**config.mk**
```make
export PLATFORM = sky130hd
export DESIGN_NAME = nco_sweep_ctrl_flat
export DESIGN_NICKNAME = d
export VERILOG_FILES = /design/src/rtl/nco_sweep_ctrl_if.sv /design/src/rtl/nco_sweep_ctrl.sv /design/src/flat_wrapper.sv
export SDC_FILE = /design/constraint.sdc
export NUM_CORES = 1
export LEC_CHECK = 0
export ABC_AREA = 0
export BUFFER_PORTS_ARGS = -buffer_cell sky130_fd_sc_hd__clkbuf_2
export CAP_MARGIN = 25
export CORE_MARGIN = 2
export CORE_UTILIZATION = 32
export DETAILED_ROUTE_END_ITERATION = 10
export PLACE_DENSITY = 0.59
export SETUP_SLACK_MARGIN = 0.05
export SLEW_MARGIN = 20
export SYNTH_ARGS = -nofsm -noshare
export SYNTH_HDL_FRONTEND = slang
export SYNTH_SLANG_ARGS = --single-unit
```
**constraint.sdc**
```tcl
create_clock -name clk -period 5.3 [get_ports clk]
set_clock_uncertainty 0.05 [all_clocks]
set_input_delay 1.06 -clock clk [delete_from_list [all_inputs] [get_ports clk]]
set_output_delay 1.06 -clock clk [all_outputs]
set_load 0.02 [all_outputs]
```
**src/rtl/nco_sweep_ctrl_if.sv**
```systemverilog
// Control/status bundle between the register bank (master) and the NCO sweep sequencer (slave).
interface nco_sweep_ctrl_if #(
    parameter int FSZ  = 31,
    parameter int DWSZ = 16,
    parameter int CSZ  = 16
);
    logic [FSZ-1:0]  cfg_start;
    logic [FSZ-1:0]  cfg_stop;
    logic [FSZ-1:0]  cfg_step;
    logic [DWSZ-1:0] cfg_dwell;
    logic            cfg_repeat;
    logic            start;
    logic            abort;
    logic [FSZ-1:0]  freq;
    logic            step_strobe;
    logic            busy;
    logic            done;
    logic            err;
    logic [CSZ-1:0]  periods;

    modport master (
        output cfg_start, cfg_stop, cfg_step, cfg_dwell, cfg_repeat, start, abort,
        input  freq, step_strobe, busy, done, err, periods
    );

    modport slave (
        input  cfg_start, cfg_stop, cfg_step, cfg_dwell, cfg_repeat, start, abort,
        output freq, step_strobe, busy, done, err, periods
    );
endinterface

```
**src/rtl/nco_sweep_ctrl.sv**
```systemverilog
// Stepped-chirp sequencer driving the NCO tuning word; sawtooth by default,
// triangle (up then down) sweeps when NCO_SWEEP_TRIANGLE_EN is defined.
module nco_sweep_ctrl #(
    parameter int FSZ  = 31,
    parameter int DWSZ = 16,
    parameter int CSZ  = 16
) (
    input logic              clk,
    input logic              reset,
    nco_sweep_ctrl_if.slave  bus
);

`ifdef NCO_SWEEP_TRIANGLE_EN
    typedef enum logic [1:0] {IDLE, RUN_UP, RUN_DN} state_t;
`else
    typedef enum logic [1:0] {IDLE, RUN_UP} state_t;
`endif

    state_t          state_q, state_d;
    logic [FSZ-1:0]  freq_q, freq_d;
    logic            strobe_q, strobe_d;
    logic            done_q, done_d;
    logic            err_q, err_d;
    logic [CSZ-1:0]  periods_q, periods_d;
    logic [DWSZ-1:0] dwell_q, dwell_d;
    logic [FSZ-1:0]  startCfg_q, startCfg_d;
    logic [FSZ-1:0]  stopCfg_q, stopCfg_d;
    logic [FSZ-1:0]  stepCfg_q, stepCfg_d;
    logic [DWSZ-1:0] dwellCfg_q, dwellCfg_d;
    logic            repeatCfg_q, repeatCfg_d;

    // One extra bit so a carry out of the tuning word counts as passing the stop value.
    logic [FSZ:0] upSum;
    logic         upOver;
    assign upSum  = {1'b0, freq_q} + {1'b0, stepCfg_q};
    assign upOver = (upSum > {1'b0, stopCfg_q});

`ifdef NCO_SWEEP_TRIANGLE_EN
    logic [FSZ:0] dnDiff;
    logic         dnUnder;
    assign dnDiff  = {1'b0, freq_q} - {1'b0, stepCfg_q};
    assign dnUnder = dnDiff[FSZ] || (dnDiff[FSZ-1:0] < startCfg_q);
`endif

    always_ff @(posedge clk) begin
        if (reset) begin
            state_q     <= IDLE;
            freq_q      <= '0;
            strobe_q    <= 1'b0;
            done_q      <= 1'b0;
            err_q       <= 1'b0;
            periods_q   <= '0;
            dwell_q     <= '0;
            startCfg_q  <= '0;
            stopCfg_q   <= '0;
            stepCfg_q   <= '0;
            dwellCfg_q  <= '0;
            repeatCfg_q <= 1'b0;
        end else begin
            state_q     <= state_d;
            freq_q      <= freq_d;
            strobe_q    <= strobe_d;
            done_q      <= done_d;
            err_q       <= err_d;
            periods_q   <= periods_d;
            dwell_q     <= dwell_d;
            startCfg_q  <= startCfg_d;
            stopCfg_q   <= stopCfg_d;
            stepCfg_q   <= stepCfg_d;
            dwellCfg_q  <= dwellCfg_d;
            repeatCfg_q <= repeatCfg_d;
        end
    end

    // Abort outranks everything; otherwise a step happens only when the dwell count has run out.
    always_comb begin
        state_d     = state_q;
        freq_d      = freq_q;
        strobe_d    = 1'b0;
        done_d      = 1'b0;
        err_d       = 1'b0;
        periods_d   = periods_q;
        dwell_d     = dwell_q;
        startCfg_d  = startCfg_q;
        stopCfg_d   = stopCfg_q;
        stepCfg_d   = stepCfg_q;
        dwellCfg_d  = dwellCfg_q;
        repeatCfg_d = repeatCfg_q;

        if (bus.abort) begin
            state_d = IDLE;
        end else begin
            case (state_q)
                IDLE: begin
                    if (bus.start) begin
                        if ((bus.cfg_step == '0) || (bus.cfg_start > bus.cfg_stop)) begin
                            err_d = 1'b1;
                        end else begin
                            startCfg_d  = bus.cfg_start;
                            stopCfg_d   = bus.cfg_stop;
                            stepCfg_d   = bus.cfg_step;
                            dwellCfg_d  = bus.cfg_dwell;
                            repeatCfg_d = bus.cfg_repeat;
                            freq_d      = bus.cfg_start;
                            strobe_d    = 1'b1;
                            periods_d   = '0;
                            dwell_d     = bus.cfg_dwell;
                            state_d     = RUN_UP;
                        end
                    end
                end
                RUN_UP: begin
                    if (dwell_q != '0) begin
                        dwell_d = dwell_q - DWSZ'(1);
                    end else begin
                        dwell_d = dwellCfg_q;
                        if (!upOver) begin
                            freq_d   = upSum[FSZ-1:0];
                            strobe_d = 1'b1;
                        end else begin
`ifdef NCO_SWEEP_TRIANGLE_EN
                            state_d  = RUN_DN;
                            strobe_d = 1'b1;
                            if (!dnUnder) begin
                                freq_d = dnDiff[FSZ-1:0];
                            end
`else
                            periods_d = periods_q + CSZ'(1);
                            if (repeatCfg_q) begin
                                freq_d   = startCfg_q;
                                strobe_d = 1'b1;
                            end else begin
                                state_d = IDLE;
                                done_d  = 1'b1;
                            end
`endif
                        end
                    end
                end
`ifdef NCO_SWEEP_TRIANGLE_EN
                RUN_DN: begin
                    if (dwell_q != '0) begin
                        dwell_d = dwell_q - DWSZ'(1);
                    end else begin
                        dwell_d = dwellCfg_q;
                        if (!dnUnder) begin
                            freq_d   = dnDiff[FSZ-1:0];
                            strobe_d = 1'b1;
                        end else begin
                            // Reaching the bottom closes a period; the bottom value is not repeated on the way up.
                            periods_d = periods_q + CSZ'(1);
                            if (repeatCfg_q) begin
                                state_d  = RUN_UP;
                                strobe_d = 1'b1;
                                if (!upOver) begin
                                    freq_d = upSum[FSZ-1:0];
                                end
                            end else begin
                                state_d = IDLE;
                                done_d  = 1'b1;
                            end
                        end
                    end
                end
`endif
                default: state_d = IDLE;
            endcase
        end
    end

    assign bus.freq        = freq_q;
    assign bus.step_strobe = strobe_q;
    assign bus.busy        = (state_q != IDLE);
    assign bus.done        = done_q;
    assign bus.err         = err_q;
    assign bus.periods     = periods_q;

endmodule

```
**src/flat_wrapper.sv**
```systemverilog
// flat-port wrapper written by rule: the top's interface ports become plain ports
module nco_sweep_ctrl_flat 
#(
    parameter int FSZ  = 31,
    parameter int DWSZ = 16,
    parameter int CSZ  = 16
)
  (clk, reset, bus_cfg_start, bus_cfg_stop, bus_cfg_step, bus_cfg_dwell, bus_cfg_repeat, bus_start, bus_abort, bus_freq, bus_step_strobe, bus_busy, bus_done, bus_err, bus_periods);
  nco_sweep_ctrl_if #(.FSZ(FSZ), .DWSZ(DWSZ), .CSZ(CSZ)) bus_i ();
  input logic clk;
  input logic reset;
  input wire logic [$bits(bus_i.cfg_start)-1:0] bus_cfg_start;
  input wire logic [$bits(bus_i.cfg_stop)-1:0] bus_cfg_stop;
  input wire logic [$bits(bus_i.cfg_step)-1:0] bus_cfg_step;
  input wire logic [$bits(bus_i.cfg_dwell)-1:0] bus_cfg_dwell;
  input wire logic [$bits(bus_i.cfg_repeat)-1:0] bus_cfg_repeat;
  input wire logic [$bits(bus_i.start)-1:0] bus_start;
  input wire logic [$bits(bus_i.abort)-1:0] bus_abort;
  output wire logic [$bits(bus_i.freq)-1:0] bus_freq;
  output wire logic [$bits(bus_i.step_strobe)-1:0] bus_step_strobe;
  output wire logic [$bits(bus_i.busy)-1:0] bus_busy;
  output wire logic [$bits(bus_i.done)-1:0] bus_done;
  output wire logic [$bits(bus_i.err)-1:0] bus_err;
  output wire logic [$bits(bus_i.periods)-1:0] bus_periods;
  assign bus_i.cfg_start = bus_cfg_start;
  assign bus_i.cfg_stop = bus_cfg_stop;
  assign bus_i.cfg_step = bus_cfg_step;
  assign bus_i.cfg_dwell = bus_cfg_dwell;
  assign bus_i.cfg_repeat = bus_cfg_repeat;
  assign bus_i.start = bus_start;
  assign bus_i.abort = bus_abort;
  assign bus_freq = bus_i.freq;
  assign bus_step_strobe = bus_i.step_strobe;
  assign bus_busy = bus_i.busy;
  assign bus_done = bus_i.done;
  assign bus_err = bus_i.err;
  assign bus_periods = bus_i.periods;
  nco_sweep_ctrl #(.FSZ(FSZ), .DWSZ(DWSZ), .CSZ(CSZ)) u_core (.clk(clk), .reset(reset), .bus(bus_i));
endmodule
```
==> impl_metrics.toml, run 1 <==
[clock_network]
cts_root_buf = "clkbuf_16"
clk_latency_ps = 450
clkSlewWorstSetupHoldPaths_ps = 70
tritoncts = "done"
cts.sinks = 177
cts_buffers = 17
h-tree-depth = 4
clock_path_buffers = 2

[pwr]
max-vdd-ir-drop_uv = 327
power.share.clock_pct = 32.6
switching_share_pct = 33.7
seqPwrFrac_pct = 34.6
switchingPower_w = 0.00142
power_leakage_nw = 6.74
p_total_w = 0.00422
p_per_area_mw_per_mm2 = 299
p_int_w = 0.00280
p_comb_share_pct = 32.8

[layout]
final_common_cell = "nor2_1"
drive_gt1_share_pct = 24.6
layout_common_cells = "nor2_1 (174), dfxtp_1 (173), clkbuf_2 (163)"
syn2layout_area_growth_pct = 25.9
antenna_cells = 0
layout.nets = 1734
fin_cells = 1991
fillers = 3544

[floorplanning]
rows = 68
coreArea_mm2 = 0.0345
start_util_pct = 32.4
die_height_um = 191
ioPinCount = 165
fp.dieW_um = 191
die_area_mm2 = 0.0365

[run]
maxCapViolations = 0

[critical_path]
slowest_delay_ps = 410
slowest_stage = "o41ai_4"
worstSetupPathType = "reg -> reg"
worstSetupStartpointType = "register"
critPathRequiredTime_ps = 5600
worstPathMaxFanout = 8
arrival_ps = 5450
critPathTopFamily = "compound AO/OA/AOI/OAI gates"
cp_cell_sequence = "ha_4, o211ai_1, a2111oi_4, o21a_1, o2111a_2, o21ai_4, o21ai_4, a31oi_4, xnor2_1, ha_1, nand4_1, nor3_2, a21boi_2, or3_4, o41ai_4, buf_4, a21oi_4, o21a_2, buf_8, o211a_1, a31o_2"
end_kind = "register"
critical_path_buf_inv_count = 2
cpMostUsedCell = "o21ai_4"

[synth]
ys.flop_type = "dfxtp_1"
synth-seq-area-share_pct = 31.6
synthesis.nets = 1527
synth_edf_count = 0
netlist_instances = 1316
ys_ff_latch = 177
async_flop_share_pct = 0
ys_types = 71
syn_area_per_cell_um2 = 8.51
yosys_warnings = 0
netlist_area_mm2 = 0.0112

[route]
wl_per_cell_um = 18.5
ant_nets = 0
drc = 0
avgViaCountPerCell = 5.30
via_count = 10548
wirelength_um = 36800
drt_iter0_drc = 595
drt-pass1-iter-count = 5

[sta]
worstMarginPinSlew_ps = 1050
setup_viol = 0
fin_crit_sh_pct = 97.2
rsz0062_at_grt = "true"
period_minus_slack_ps = 5150
maxSlewViolCount = 0
fmax_mhz = 194
slew_headroom_pct = 30.0
finalSetupTns_ps = 0
hold_violations = 0

[place]
gp_congestion = 0.908
hpwlAfterDp_um = 27500
numPlacedInstances = 1948
port_buffers = 164

[hold_path]
hp-class = "reg -> reg"

[global_route]
antenna_found_initial = 1
grt_pass1_vias = 10080
grt_util_all_layers_pct = 19.7
gr-total-overflow = 0
grt_pass1_wl_um = 55800
grt_max_degree = 60

[status]
status = "completed"
layer usage:
layer  GRT usage (%)  part of all wire, %
met1            25.9                   45
met4            6.39                  2.3
met5               0                0.030
met3            3.71                  5.7
met2            32.5                   46
power by group through the flow:
stage	Combinational, W	Sequential, W	Clock [W]
finish	0.00138	0.00146	0.00138
global route	0.00150	0.00147	0.00146
CTS	0.00124	0.00145	0.00140
detailed placement	0.00123	0.00148	0
global placement	0.00121	0.00148	0
floorplan	0.000785	0.00149	0
worst paths after layout:
check / from / end / slack, ps / cells past startpoint
setup / recovery: u_core.bus.freq[7] / u_core.bus.freq[27] / 150 / 21
hold reg to reg: u_core.startCfg_q[29] / u_core.startCfg_q[29] / 440 / 2
hold / removal: u_core.startCfg_q[29] / u_core.startCfg_q[29] / 440 / 2
setup reg to reg: u_core.bus.freq[7] / u_core.bus.freq[27] / 150 / 21
what timing repair did:
action	in CTS	in global routing
setup buffers	0	8
pin swaps	1	32
endpoints found under the setup margin	50	49
cloned	0	2
gates resized for setup	13	85
hold buffers	0	0
logic make-up after synthesis:
group	synth area share [%]
multiplexers	11.7
XOR/XNOR	2.89
flip-flops	31.6
buffers and inverters	6.53
adder cells (fa/ha/maj)	10.9
AO/OA/AOI/OAI	19.8
AND/OR/NAND/NOR	16.5
sequential cells by signal (all words and copies together) (netlist names):
signal	count
u_core.bus.freq	31
u_core.dwell_q	16
u_core.bus.err	1
u_core.repeatCfg_q	1
u_core.startCfg_q	31
u_core.bus.step_strobe	1
u_core.bus.periods	16
u_core.stepCfg_q	31
u_core.bus.done	1
u_core.dwellCfg_q	16
u_core.stopCfg_q	31
u_core.state_q	1
per-stage QoR:
stage                     setup WS, ps  hold WS [ps]  utilization (%)  instance area, µm²
after floorplan                    216           387                -               11200
after global placement            -119           422             37.5               13000
after detailed placement          -330           430             37.5               13000
after CTS                         57.1           448             39.4               13600
after global routing             -93.5           479             40.8               14100
final                              148           441             40.8               14100
Yosys cell counts, drive strengths merged, types with 6 or more instances:
| cell | count | area [µm²] |
|---|---|---|
| a22o | 9 | 78.8 |
| nand4b | 11 | 96.3 |
| nor4 | 13 | 81.3 |
| a31o | 21 | 184 |
| ha | 96 | 1200 |
| clkbuf | 50 | 188 |
| dfxtp | 177 | 3540 |
| mux2i | 131 | 1310 |
| xor2 | 9 | 78.8 |
| o211ai | 16 | 120 |
| a211o | 6 | 52.6 |
| nor2 | 176 | 661 |
| a21oi | 65 | 325 |
| o21a | 9 | 67.6 |
| and2 | 12 | 75.1 |
| o21ai | 45 | 225 |
| a21o | 21 | 158 |
| a211oi | 33 | 253 |
| a2111oi | 16 | 146 |
| xnor2 | 28 | 245 |
| inv | 86 | 323 |
| buf | 26 | 221 |
| nor3 | 17 | 90.1 |
| nor2b | 9 | 56.3 |
| nand2 | 78 | 293 |
| nand3 | 24 | 120 |
| and3 | 13 | 81.3 |
| nand4 | 18 | 113 |
| o21bai | 7 | 52.6 |
| a31oi | 27 | 169 |
worst reg2reg max path, stage by stage, from the launching register on:
cell and delay [ps]:
dfxtp_1 360, ha_4 300, o211ai_1 160, a2111oi_4 360, o21a_1 250, o2111a_2 290
o21ai_4 80, o21ai_4 270, a31oi_4 150, xnor2_1 170, ha_1 330, nand4_1 150
nor3_2 80, a21boi_2 160, or3_4 400, o41ai_4 410, buf_4 190, a21oi_4 60
o21a_2 280, buf_8 160, o211a_1 200, a31o_2 200
layout make-up:
class	instances	area [µm²]	share of cell area [%]
flip-flops and latches	177	3550	25.2
repair buffers	264	1710	12.1
well taps	455	569	4.03
clock buffers	19	453	3.21
inverters	86	323	2.29
multi-input cells	977	7330	52.0
clock inverters	13	174	1.23
Power figures use the tool's default switching activity.
==> inputs of run 2 (changes only) <==
- ABC_AREA: 0 -> 1
- MAX_ROUTING_LAYER: not set -> met4
- PLACE_DENSITY: 0.59 -> 0.58
==> run 2 against run 1 <==
Die area is 3.1% higher; hold slack got worse by 48 ps; routed wire length is 1.2% higher; count of clock-buffer cells in the layout decreased by 1; sequential share of layout area increased by 1.5 points; highest routed layer is now met4; critical path depth is 4 higher.
==> impl_metrics.toml, run 2 <==
[status]
status = "completed"

[critical_path]
cpMostUsedCell = "nand2_1"
worstSetupStartpointType = "register"
worstSetupPathType = "reg -> reg"
slowest_delay_ps = 470
slowest_stage = "o21ai_0"
worstPathMaxFanout = 33
arrival_ps = 5150
critical_path_buf_inv_count = 3
end_kind = "register"
critPathRequiredTime_ps = 5590
critPathTopFamily = "simple AND/OR/NAND/NOR gates"

[pwr]
max-vdd-ir-drop_uv = 230
p_per_area_mw_per_mm2 = 294
power_leakage_nw = 6.26

[route]
wirelength_um = 37200
wl_per_cell_um = 16.1
drc = 0
drt_iter0_drc = 957
ant_nets = 0
avgViaCountPerCell = 5.00
via_count = 11522
drt-pass1-iter-count = 8

[place]
port_buffers = 164
placed_area_mm2 = 0.0127
numPlacedInstances = 2271
gp_congestion = 0.946
hpwlAfterDp_um = 28400

[clock_network]
holdBufCountCts = 0
clkSlewWorstSetupHoldPaths_ps = 80
cts.sinks = 177
tritoncts = "done"
cts_buffers = 17
cts_root_buf = "clkbuf_16"
clock_path_buffers = 2
clk_latency_ps = 450
cts-resized-gates = 0
h-tree-depth = 4
post-cts-setup-buffers = 0

[synth]
synth_top_family_by_area = "simple AND/OR/NAND/NOR gates"
synth_edf_count = 0
synthTopCellsByCount = "nand2_1 (277), inv_1 (265), a21oi_1 (194), dfxtp_1 (177), o21ai_0 (169)"
synth_compound_area_share_pct = 19.4
synth_fa_ha_area_share_pct = 10.6
synth.most_common_cell = "nand2_1"
netlist_area_mm2 = 0.0116
synthesis.nets = 1925
synth_area_leader_cell = "dfxtp_1"
synth_top_area_share_pct = 30.6
syn_area_per_cell_um2 = 6.75
muxShareOfSynthArea_pct = 0
synth-seq-area-share_pct = 30.6
yosys_warnings = 0
ys_types = 47
synth.area.top_cells = "dfxtp_1 (31%), ha_1 (10%), nand2_1 (9.0%), inv_1 (8.6%), a21oi_1 (8.4%)"
ys_ff_latch = 177
ys.flop_type = "dfxtp_1"
netlist_instances = 1714
yosys.area_share.simple_pct = 24.9
async_flop_share_pct = 0
synth_xor_area_share_pct = 2.27

[sta]
hold_violations = 0
setup_viol = 0
worstMarginPinSlew_ps = 959
maxSlewViolCount = 0
period_minus_slack_ps = 4850
finalSetupTns_ps = 0
fmax_mhz = 206
hold_slack_ps = 393
slew_headroom_pct = 36.1
fin_crit_sh_pct = 91.6
rsz0062_at_grt = "false"

[layout]
register_area_mm2 = 0.00354
fin_cells = 2305
syn2layout_area_growth_pct = 15.0
final_common_cell = "nand2_1"
layout.nets = 2040
drive_gt1_share_pct = 13.5
multi_input_area_mm2 = 0.00662
layout_common_cells = "nand2_1 (277), inv_1 (264), a21oi_1 (194)"
final_cell_area_mm2 = 0.0133
fillers = 3859

[global_route]
grt_pass1_vias = 10816
grt_max_degree = 144
grt_util_all_layers_pct = 20.1
antenna_found_initial = 2
grt_pass1_wl_um = 58600
gr-total-overflow = 0

[floorplanning]
ioPinCount = 165
start_util_pct = 32.5
rows = 69
die_area_mm2 = 0.0377
coreArea_mm2 = 0.0356
fp.dieW_um = 194
die_height_um = 194

[run]
maxCapViolations = 0

[hold_path]
hp-class = "reg -> reg"
[run 2: cell count changes in the layout (fill, tap and decap cells not counted), sizes merged, moves of 21 or more]
cell	change
o21ai	+124
nand3	+110
a211oi	-29
buf	-87
a31oi	-27
nand2	+207
a21oi	+141
inv	+190
nor2	-40
nand4	+31
xnor2	-21
mux2i	-131
[run 2: kinds of logic (layout without fill, tap and decap cells)]
logic type,count (synthesis),count (layout)
buffers and inverters,351,479
and+or+nand+nor,644,644
other,0,2
AOI/OAI and AO/OA,415,415
adders and majority gates,97,97
xor gates and xnor gates,30,30
DFF,177,177
[run 2: power breakdown]
group	leakage, nW	internal (W)	switching (W)
logic	4.52	0.000368	0.000746
registers	1.45	0.00143	0.0000723
clock network	0.286	0.000677	0.000606
[run 2: layer usage]
metal | track usage, % | routed length, µm | part of all wire (%)
met4 | 7.38 | 1180 | 3.2
met2 | 31.1 | 16700 | 45
met1 | 26.1 | 17000 | 46
met3 | 3.90 | 2350 | 6.3
met5 | - | 0 | 0
[run 2: path summary, 6_finish.rpt]
check / startpoint / endpoint / slack, ps / cells after the start
worst max-delay path: u_core.bus.freq[0] / u_core.bus.freq[18] / 450 / 25
worst min-delay path: u_core.dwellCfg_q[14] / u_core.dwellCfg_q[14] / 390 / 2
worst max register to register: u_core.bus.freq[0] / u_core.bus.freq[18] / 450 / 25
worst min register to register: u_core.dwellCfg_q[14] / u_core.dwellCfg_q[14] / 390 / 2
[run 2: final cells by class]
type / count / share of cell area [%]
multi-input combinational: 1186 / 49.8
sequential: 177 / 26.7
inverter: 271 / 7.67
timing repair buffer: 176 / 7.14
tap: 461 / 4.34
clock buffer: 18 / 3.30
clock inverter: 14 / 1.06
antenna: 2 / 0.0377
[run 2: worst reg2reg max path, cell delays in order, from the launching register on]
cell      delay [ps]
dfxtp_1          360
ha_1             180
inv_1             60
fa_1             400
nand3b_1         210
nand2_1          140
nand2_1           60
nand2_1          100
a21boi_0         140
o21ai_0          470
xor2_1           180
ha_1             310
nand2_1           60
inv_1             50
nand3_1           80
nor3_1           370
nand2_1          100
nand2_1          100
nand3_2           90
nand2_4          360
nand2_4          200
buf_4            290
nand3_1          100
nand3_1          130
nor2_1           120
nor2_1            40
[run 2: metrics by stage]
step | worst slack [ps] | total power, W | utilization [%]
floorplan | 1450 | 0.00231 | -
global placement | 611 | 0.00263 | 35.7
detailed placement | 478 | 0.00264 | 35.7
CTS | 462 | 0.00394 | 37.4
global route | 118 | 0.00414 | 37.4
finish | 446 | 0.00390 | 37.4
==> inputs of run 3 (changes only) <==
- PLACE_DENSITY: 0.58 -> 0.54
==> run 3 against run 2 <==
Routed wire length rose by 0.94%; count of clock-buffer cells in the layout rose by 1; non-clock buffer count rose by 1; largest cell class unchanged; first-iteration DRC count fell by 26%; largest power group unchanged; sequential share of layout area barely moved.
==> impl_metrics.toml, run 3 (synthesized netlist as in run 2, its figures left out) <==
[status]
status = "completed"

[clock_network]
clkSlewWorstSetupHoldPaths_ps = 80
cts_root_buf = "clkbuf_16"
clk_latency_ps = 450
h-tree-depth = 4
tritoncts = "done"
clock_path_buffers = 2
cts_buffers = 17
cts.sinks = 177

[layout]
layout_common_cells = "nand2_1 (277), inv_1 (264), a21oi_1 (194)"
layout.nets = 2041
fillers = 3814
multi_input_area_mm2 = 0.00662
drive_gt1_share_pct = 13.5
syn2layout_area_growth_pct = 15.0
fin_util_pct = 37.4
register_area_mm2 = 0.00354
final_common_cell = "nand2_1"

[floorplanning]
die_area_mm2 = 0.0377
ioPinCount = 165
die_height_um = 194
start_util_pct = 32.5
rows = 69
fp.dieW_um = 194
coreArea_mm2 = 0.0356

[global_route]
grt_pass1_vias = 10958
grt_pass1_wl_um = 59600
antenna_found_initial = 1
grt_util_all_layers_pct = 20.5
gr-total-overflow = 0
grt_max_degree = 115

[pwr]
p_per_area_mw_per_mm2 = 293
p_total_w = 0.00389
max-vdd-ir-drop_uv = 206
power_leakage_nw = 6.26

[critical_path]
rrSetupSlack_ps = 590
r2r-end = "u_core.bus.freq[6]"
cpMostUsedCell = "nand2_1"
crit_start = "u_core.bus.freq[0]"
slowest_stage = "fa_1"
crit_path_end = "u_core.bus.freq[6]"
worstPathMaxFanout = 33
arrival_ps = 4990
end_kind = "register"
r2r_start = "u_core.bus.freq[0]"
slowest_delay_ps = 390
critPathRequiredTime_ps = 5580
worstSetupStartpointType = "register"
ff2ff_path_depth = 25
worstSetupPathType = "reg -> reg"

[route]
drt_iter0_drc = 709
ant_nets = 0
via_count = 11399
drt-pass1-iter-count = 5
wirelength_um = 37500
avgViaCountPerCell = 4.95
wl_per_cell_um = 16.3
drc = 0

[sta]
setup_viol = 0
finalWorstSetupSlack_ps = 592
hold_violations = 0
fin_crit_sh_pct = 88.8
period_minus_slack_ps = 4710
maxSlewViolCount = 0
finalSetupTns_ps = 0
slew_headroom_pct = 37.2
fmax_mhz = 212
worstMarginPinSlew_ps = 942
rsz0062_at_grt = "false"

[place]
port_buffers = 164
hpwlAfterDp_um = 28500
gp_congestion = 0.919
pre_cts_ws_ps = 483

[hold_path]
hp-class = "reg -> reg"

[run]
maxCapViolations = 0
==> run 3: changes by cell type in the layout (fill, tap and decap cells not counted) <==
cell / previous run / this run
inv_6: 9 / 6
buf_12: 3 / 1
buf_16: 0 / 2
clkinv_2: 1 / 3
buf_4: 9 / 10
clkbuf_1: 0 / 1
diode_2: 2 / 1
o21ai_0: 169 / 168
o21ai_1: 0 / 1
==> run 3: worst min-delay path by stage <==
stage	start	end	cells after the start
after floorplan	u_core.dwellCfg_q[14]	u_core.dwellCfg_q[14]	2
after CTS	u_core.startCfg_q[23]	u_core.startCfg_q[23]	2
after global routing	u_core.dwellCfg_q[7]	u_core.dwellCfg_q[7]	2
after global placement	u_core.startCfg_q[8]	u_core.startCfg_q[8]	2
after detailed placement	u_core.startCfg_q[23]	u_core.startCfg_q[23]	2
final	u_core.dwellCfg_q[14]	u_core.dwellCfg_q[14]	2
==> run 3: metrics by stage <==
| step | cell area (µm²) | hold slack, ps | cells |
|---|---|---|---|
| after floorplan | 11600 | 370 | 1714 |
| after global placement | 12700 | 383 | 2270 |
| after detailed placement | 12700 | 385 | 2271 |
| after CTS | 13300 | 396 | 2303 |
| after global routing | 13300 | 414 | 2305 |
| final | 13300 | 395 | 2305 |
==> run 3: cell type report <==
cell class / instances / share of cell area (%)
flip-flops and latches: 177 / 26.7
inverters: 271 / 7.67
well taps: 461 / 4.34
multi-input cells: 1186 / 49.8
clock inverters: 13 / 0.941
diodes: 1 / 0.0188
clock buffers: 19 / 3.33
repair buffers: 177 / 7.30
==> run 3: repair_timing <==
action                                  4_1_cts  5_1_grt
hold buffers                                  0        0
endpoints found under the hold margin         0        0
setup buffers                                 0        0
resized for setup                             0        1
endpoints found under the setup margin        0       47
==> run 3: routing by layer <==
layer | vias up | track usage, % | part of all wire [%]
met4 | 0 | 6.76 | 2.9
met5 | - | - | 0
met2 | 300 | 31.8 | 45
met1 | 5153 | 27.1 | 47
li1 | 5902 | - | -
met3 | 44 | 3.62 | 5.0
==> run 3: worst max-delay path: cells and delay by family, from the launching register on <==
family	cells	cell delay (ps)
fa+ha+maj	3	860
buf+inv	3	380
flops	1	360
xor+xnor	1	150
simple gates	16	2290
compound gates	2	480
==> run 3: report_power, final <==
group	internal, W	switching (W)	leakage (nW)
Combinational	0.000369	0.000746	4.53
Sequential	0.00143	0.0000715	1.45
Clock	0.000671	0.000601	0.281
Total	0.00247	0.00142	6.26
